==> src/rtl/eth_tx_pkg.sv <==
`default_nettype none
// ============================================================================
// Module   : eth_tx_pkg
// Purpose  : Shared types and helpers for the Ethernet TX arbiter.
//            Holds the arbiter state encoding, the default timing/length
//            limits and a one-hot to index conversion.
// Contents : state_t             one-hot 4-bit arbiter state
//            DEF_START_TIMEOUT   default cycles allowed before the first byte
//            DEF_MAX_BYTES       default maximum bytes per burst (incl. CRC)
//            IDX_W               width of a requester index
//            onehot_to_index()   one-hot (up to 8 bits) to binary index
// Revision : 1.0 - initial release
// ============================================================================
package eth_tx_pkg;

  typedef enum logic [3:0] {
    ST_IDLE  = 4'b0001,
    ST_GRANT = 4'b0010,
    ST_SEND  = 4'b0100,
    ST_DRAIN = 4'b1000
  } state_t;

  localparam int DEF_START_TIMEOUT = 16;
  localparam int DEF_MAX_BYTES     = 1522;
  localparam int IDX_W             = 3;

  // OR-ing the indices of the set bits is exact for a one-hot input and
  // yields 0 for an all-zero input.
  function automatic logic [IDX_W-1:0] onehot_to_index(input logic [7:0] onehot);
    logic [IDX_W-1:0] idx;
    idx = '0;
    for (int i = 0; i < 8; i++) begin
      if (onehot[i]) idx = idx | IDX_W'(i);
    end
    return idx;
  endfunction

endpackage
`default_nettype wire

==> src/rtl/eth_tx_arbiter_rr_picker.sv <==
`default_nettype none
// ============================================================================
// Module   : rr_picker
// Purpose  : Combinational round-robin search. Returns the first requester
//            with req set, searching upward from ptr+1 with wrap-around.
// Ports    : req     in  NUM_REQ  request vector
//            ptr     in  3        index of the most recent winner
//            winner  out 3        index of the selected requester
//            found   out 1        at least one request is set
// Revision : 1.0 - initial release
// ============================================================================
module rr_picker
  import eth_tx_pkg::*;
#(
  parameter int NUM_REQ = 4
) (
  input  logic [NUM_REQ-1:0] req,
  input  logic [IDX_W-1:0]   ptr,
  output logic [IDX_W-1:0]   winner,
  output logic               found
);

  logic [2*NUM_REQ-1:0] dbl;
  logic [2*NUM_REQ-1:0] shifted;
  logic [NUM_REQ-1:0]   rot;
  logic [3:0]           sum;

  always_comb begin
    // Rotate so that bit 0 of rot corresponds to requester ptr+1. With
    // NUM_REQ=8 and ptr=7 the 3-bit add wraps to 0, which is exactly ptr+1.
    dbl     = {req, req};
    shifted = dbl >> (ptr + 3'd1);
    rot     = shifted[NUM_REQ-1:0];
    winner  = '0;
    found   = 1'b0;
    sum     = '0;
    // Descending scan: the lowest rotated offset is written last and wins.
    for (int j = NUM_REQ - 1; j >= 0; j--) begin
      if (rot[j]) begin
        sum = {1'b0, ptr} + 4'd1 + 4'(j);
        if (sum >= 4'(NUM_REQ)) sum = sum - 4'(NUM_REQ);
        winner = sum[IDX_W-1:0];
        found  = 1'b1;
      end
    end
  end

endmodule
`default_nettype wire

==> src/rtl/eth_tx_arbiter.sv <==
`default_nettype none
// ============================================================================
// Module   : eth_tx_arbiter
// Purpose  : Shares one RGMII byte-stream transmitter among NUM_REQ frame
//            sources using round-robin grants. Forwards the granted source's
//            bytes with one cycle of latency, enforces a start timeout and a
//            maximum burst length, and waits for the transmitter to finish
//            purge and inter-frame gap before the next grant.
// Ports    : clock       in   1          system clock (shared with the PHY)
//            reset_n     in   1          asynchronous active-low reset
//            req         in   NUM_REQ    per-source request
//            req_valid   in   NUM_REQ    per-source byte strobe
//            req_data    in   8*NUM_REQ  per-source byte, source i at [8i+7:8i]
//            grant       out  NUM_REQ    one-hot grant or zero
//            phy_active  in   1          transmitter busy (send/purge/gap)
//            tx_data     out  8          byte to transmitter
//            tx_enable   out  1          byte strobe to transmitter
//            abort       out  1          one-cycle forced-termination pulse
//            abort_id    out  3          index of the aborted requester
// Revision : 1.0 - initial release
// ============================================================================
module eth_tx_arbiter
  import eth_tx_pkg::*;
#(
  parameter int NUM_REQ       = 4,
  parameter int START_TIMEOUT = DEF_START_TIMEOUT,
  parameter int MAX_BYTES     = DEF_MAX_BYTES,
  parameter int CW            = 11
) (
  input  logic                 clock,
  input  logic                 reset_n,
  input  logic [NUM_REQ-1:0]   req,
  input  logic [NUM_REQ-1:0]   req_valid,
  input  logic [8*NUM_REQ-1:0] req_data,
  output logic [NUM_REQ-1:0]   grant,
  input  logic                 phy_active,
  output logic [7:0]           tx_data,
  output logic                 tx_enable,
  output logic                 abort,
  output logic [IDX_W-1:0]     abort_id
);

  localparam int TW = $clog2(START_TIMEOUT + 1);

  state_t             state;
  logic [IDX_W-1:0]   ptr;
  logic [TW-1:0]      tcnt;
  logic [CW-1:0]      bcnt;
  logic               drain_first;

  logic [IDX_W-1:0]   winner;
  logic               found;
  logic [NUM_REQ-1:0] win_onehot;
  logic [IDX_W-1:0]   g_idx;
  logic               cur_valid;
  logic               cur_req;
  logic [7:0]         cur_data;

  rr_picker #(
    .NUM_REQ (NUM_REQ)
  ) u_picker (
    .req    (req),
    .ptr    (ptr),
    .winner (winner),
    .found  (found)
  );

  assign win_onehot = {{(NUM_REQ-1){1'b0}}, 1'b1} << winner;
  assign g_idx      = onehot_to_index(8'(grant));

  // grant is one-hot, so masking selects the granted source's signals and
  // everything from non-granted sources is ignored.
  assign cur_valid = |(req_valid & grant);
  assign cur_req   = |(req & grant);

  always_comb begin
    cur_data = '0;
    for (int i = 0; i < NUM_REQ; i++) begin
      if (grant[i]) cur_data = cur_data | req_data[8*i +: 8];
    end
  end

  always_ff @(posedge clock or negedge reset_n) begin
    if (!reset_n) begin
      state       <= ST_IDLE;
      grant       <= '0;
      ptr         <= IDX_W'(NUM_REQ - 1);
      tcnt        <= '0;
      bcnt        <= '0;
      drain_first <= 1'b0;
      tx_data     <= '0;
      tx_enable   <= 1'b0;
      abort       <= 1'b0;
      abort_id    <= '0;
    end else begin
      abort <= 1'b0;
      case (state)
        ST_IDLE: begin
          if (found && !phy_active) begin
            grant <= win_onehot;
            ptr   <= winner;
            tcnt  <= '0;
            bcnt  <= '0;
            state <= ST_GRANT;
          end
        end

        ST_GRANT: begin
          if (cur_valid) begin
            // The first byte is forwarded here so every byte sees the same
            // single-cycle latency.
            tx_enable <= 1'b1;
            tx_data   <= cur_data;
            bcnt      <= CW'(1);
            state     <= ST_SEND;
          end else if (!cur_req) begin
            grant <= '0;
            state <= ST_IDLE;
          end else if (tcnt == TW'(START_TIMEOUT - 1)) begin
            grant    <= '0;
            abort    <= 1'b1;
            abort_id <= g_idx;
            state    <= ST_IDLE;
          end else begin
            tcnt <= tcnt + 1'b1;
          end
        end

        ST_SEND: begin
          if (!cur_valid) begin
            tx_enable   <= 1'b0;
            grant       <= '0;
            drain_first <= 1'b1;
            state       <= ST_DRAIN;
          end else if (bcnt == CW'(MAX_BYTES)) begin
            // Oversize frame: drop this byte and everything after it; the
            // receiver discards the truncated frame on CRC.
            tx_enable   <= 1'b0;
            grant       <= '0;
            abort       <= 1'b1;
            abort_id    <= g_idx;
            drain_first <= 1'b1;
            state       <= ST_DRAIN;
          end else begin
            tx_data <= cur_data;
            bcnt    <= bcnt + 1'b1;
          end
        end

        ST_DRAIN: begin
          // phy_active may not yet reflect the last byte on the first cycle.
          if (drain_first) begin
            drain_first <= 1'b0;
          end else if (!phy_active) begin
            state <= ST_IDLE;
          end
        end

        default: begin
          state     <= ST_IDLE;
          grant     <= '0;
          tx_enable <= 1'b0;
        end
      endcase
    end
  end

endmodule
`default_nettype wire

==> config.mk <==
export PLATFORM = sky130hd
export DESIGN_NAME = eth_tx_arbiter
export DESIGN_NICKNAME = d
export VERILOG_FILES = /design/src/rtl/eth_tx_pkg.sv /design/src/rtl/eth_tx_arbiter_rr_picker.sv /design/src/rtl/eth_tx_arbiter.sv
export SDC_FILE = /design/constraint.sdc
export NUM_CORES = 1
export LEC_CHECK = 0
export ABC_AREA = 1
export BUFFER_PORTS_ARGS = -buffer_cell sky130_fd_sc_hd__buf_2
export CAP_MARGIN = 40
export CORE_MARGIN = 2
export CORE_UTILIZATION = 35
export DETAILED_ROUTE_END_ITERATION = 6
export GPL_ROUTABILITY_DRIVEN = 1
export HOLD_SLACK_MARGIN = 0.1
export PLACE_DENSITY = 0.66
export SLEW_MARGIN = 20
export SYNTH_ARGS = -nofsm -noshare
export SYNTH_HDL_FRONTEND = slang
export SYNTH_SLANG_ARGS = --single-unit
==> constraint.sdc <==
create_clock -name clock -period 2 [get_ports clock]
set_input_delay 0.4 -clock clock [delete_from_list [all_inputs] [get_ports clock]]
set_output_delay 0.4 -clock clock [all_outputs]
set_load 0.02 [all_outputs]
==> flow_metrics.env <==
export IMPL_outcome="finished with violations"
export IMPL_failed_checks="negative setup slack"
export IMPL_layout_drive_gt1_share_pct=43.3
export IMPL_num_vias=2768
export IMPL_worst_pin_slew_ps=524
export IMPL_antenna_found_initial=0
export IMPL_fill_cells=694
export IMPL_synth_area_top_cells="dfrtp_1 34%, nand2_1 15%, nand3_1 5.4%, nor2_1 5.0%, inv_1 4.4%"
export IMPL_final_cell_mix="85 x nand2_1, 58 x buf_2, 37 x dfrtp_1"
export IMPL_setup_viol=23
export IMPL_ys_seq_area_share_pct=37.1
export IMPL_seq_power_share_pct=18.8
export IMPL_p_int_mw=3.30
export IMPL_grt_start_max_net_pins=23
export IMPL_grt_overflow_total=0
export IMPL_core_sq_um=7610
export IMPL_p_per_area_nw_per_um2=1680
export IMPL_area_delta_synth_final_pct=42.9
export IMPL_drt_drc_violations_left=0
export IMPL_dpl_hpwl_mm=5.08
export IMPL_worst_setup_path_end_kind="flop"
export IMPL_synth_main_ff_cell="dfrtp_1"
export IMPL_avgSynthCellArea_sq_um=7.32
export IMPL_grt_usage_pct=16.9
export IMPL_synth_cells=370
export IMPL_routedWlPerCell_um=13.0
export IMPL_tritoncts="done"
export IMPL_fmax_ghz=0.468
export IMPL_yosysWarnings=0
export IMPL_dieArea_sq_um=8460
export IMPL_synth_edf_count=0
export IMPL_timing_hold_ws_ps=414
export IMPL_max_cap_viol_count=0
export IMPL_hold_path_class="in2reg"
export IMPL_power_mw=6.51
export IMPL_switching_share_pct=49.3
export IMPL_clk_latency_ps=290
export IMPL_io_buffers=58
export IMPL_rsz0062_at_grt="true"
export IMPL_clkTransAtPathRegs_ps=80
export IMPL_grt_pass1_vias=2640
export IMPL_async_flop_share_pct=100
export IMPL_power_switching_mw=3.21
export IMPL_synth_cell_types=36
export IMPL_crit_arrival_ps=2370
export IMPL_cts_root_buf="clkbuf_8"
export IMPL_period_needed_ps=2130
export IMPL_critPathKind="reg2reg"
export IMPL_final_common_cell="nand2_1"
export IMPL_max_slew_margin_pct=65.0
export IMPL_diodes=0
export IMPL_ioPinCount=60
export IMPL_worstPathMaxFanout=6
export IMPL_wirelength_mm=7.33
export IMPL_grt_pass1_wl_mm=11.8
export IMPL_critPathRequiredTime_ps=2240
export IMPL_layout_setup_ws_ps=-134
export IMPL_htreeDepth=2
export IMPL_synth_nets=422
export IMPL_power_frac_comb_pct=70.1
export IMPL_p_leak_nw=1.93
export IMPL_start_util_pct=35.6
export IMPL_synth_area_sq_um=2710
export IMPL_post_route_period_util_pct=107
export IMPL_p_clk_share_pct=11.1
export IMPL_skew_ps=5.77
export IMPL_clock_path_buffers=2
export IMPL_synth_top_cell_area_share_pct=34.2
export IMPL_cts_buffers=5
export IMPL_cts_sinks=40
export IMPL_rows=32
export IMPL_slew_viol_final=0
export IMPL_final_nets=515
export IMPL_ant_nets=0
export IMPL_die_h_um=92.0
export IMPL_irDropWorstVdd_uv=998
export IMPL_synth_largest_area_cell="dfrtp_1"
export IMPL_routed_via_density=4.89
export IMPL_yosys_register_bits=40
export IMPL_hold_violations=0
export IMPL_drtPass1Iterations=4
export IMPL_first_iter_violations=122
export IMPL_tns_ps=-1560
export IMPL_die_width_um=92.0
export IMPL_startpoint_type="flop"
export IMPL_gp_congestion=0.829
==> metrics by stage <==
step	instance area, sq um	std cells	setup slack [ps]	util (%)
4_1_cts	3550	560	-57.8	46.7
2_1_floorplan	2730	370	40.8	-
6_report	3870	566	-134	50.9
5_1_grt	3870	566	-282	50.9
3_3_place_gp	3290	547	-97.5	43.2
3_5_place_dp	3290	547	-143	43.2
==> power groups by stage <==
stage / Clock, mW / Combinational (mW) / Sequential [mW]
after floorplan: 0 / 2.14 / 1.35
after global placement: 0 / 3.14 / 1.22
after detailed placement: 0 / 3.18 / 1.22
after CTS: 0.737 / 3.57 / 1.22
after global routing: 0.766 / 5.00 / 1.26
final: 0.720 / 4.56 / 1.23
==> synth_stat cells, types with 2 or more instances <==
library cell / count
a21oi_1: 13
a21oi_2: 4
a221oi_1: 8
a22o_1: 3
buf_2: 3
buf_4: 2
buf_6: 2
clkbuf_1: 3
dfrtp_1: 37
dfstp_2: 3
ha_1: 9
inv_1: 32
inv_2: 3
nand2_1: 110
nand2_2: 8
nand2_4: 2
nand3_1: 29
nand3_2: 3
nand4_1: 6
nor2_1: 36
nor2_2: 2
nor3_1: 4
o211ai_1: 2
o21ai_0: 10
o21ai_1: 3
o21ai_2: 9
or2_2: 9
xor2_1: 7
==> critical path: stages (launching register included) <==
cell,delay [ps]
dfstp_2,590
inv_2,60
ha_4,320
inv_4,60
buf_6,120
nand3_2,60
nand2_1,70
nor2_2,110
nor2_1,40
nor2_1,90
nand2_1,90
a21oi_4,260
nand3_2,110
nand2_1,80
==> area by class of cell <==
| type | instances | area [sq um] | area share (%) |
|---|---|---|---|
| Sequential cell | 40 | 1000 | 26.0 |
| Multi-Input combinational cell | 287 | 1850 | 47.8 |
| Timing Repair Buffer | 93 | 619 | 16.0 |
| Inverter | 36 | 143 | 3.69 |
| Clock inverter | 1 | 30.0 | 0.776 |
| Tap cell | 102 | 128 | 3.30 |
| Clock buffer | 7 | 96.3 | 2.49 |
==> worst paths after layout <==
path	startpoint	to	slack (ps)	depth (start not counted)
worst max-delay path	ptr[0]$_DFFE_PN1P_	grant[1]$_DFFE_PN0P_	-130	13
worst min-delay path	req_data[28]	tx_data[4]$_DFFE_PN0P_	410	3
worst max register to register	ptr[0]$_DFFE_PN1P_	grant[1]$_DFFE_PN0P_	-130	13
worst min register to register	tx_enable$_DFFE_PN0P_	tx_enable$_DFFE_PN0P_	490	2
max in group asynchronous	reset_n	ptr[0]$_DFFE_PN1P_	840	3
min in group asynchronous	reset_n	bcnt[6]$_DFFE_PN0P_	600	2
==> logic make-up after synthesis <==
family / synth area share [%]
AO/OA/AOI/OAI: 13.9
AND/OR/NAND/NOR: 34.8
other: 0.138
adder cells (fa/ha/maj): 4.16
flip-flops: 37.1
XOR/XNOR: 2.59
buffers and inverters: 7.35
==> per-layer routing <==
layer | track usage [%] | part of all wire [%] | wire [um] | up-vias
li1 | - | - | - | 1403
met2 | 28.9 | 50 | 3670 | 51
met5 | 0 | 0 | 0 | -
met3 | 2.71 | 2.7 | 200 | 8
met4 | 4.48 | 0.85 | 62 | 0
met1 | 22.4 | 46 | 3390 | 1306
==> registers in the layout, summed over array words and instances, names as in the netlist <==
| name | cells |
|---|---|
| ptr | 3 |
| state | 4 |
| tcnt | 5 |
| drain_first | 1 |
| tx_enable | 1 |
| abort_id | 2 |
| grant | 4 |
| bcnt | 11 |
| abort | 1 |
| tx_data | 8 |
==> repair_timing <==
item                                    CTS  global route
endpoints found under the setup margin   25            26
pin swaps                                12            24
cloned                                    0             3
hold endpoints to repair                 16             0
hold buffers                              1             0
resized for setup                        24            65
setup buffers                             4             3
(Power assumes the default switching activity.)
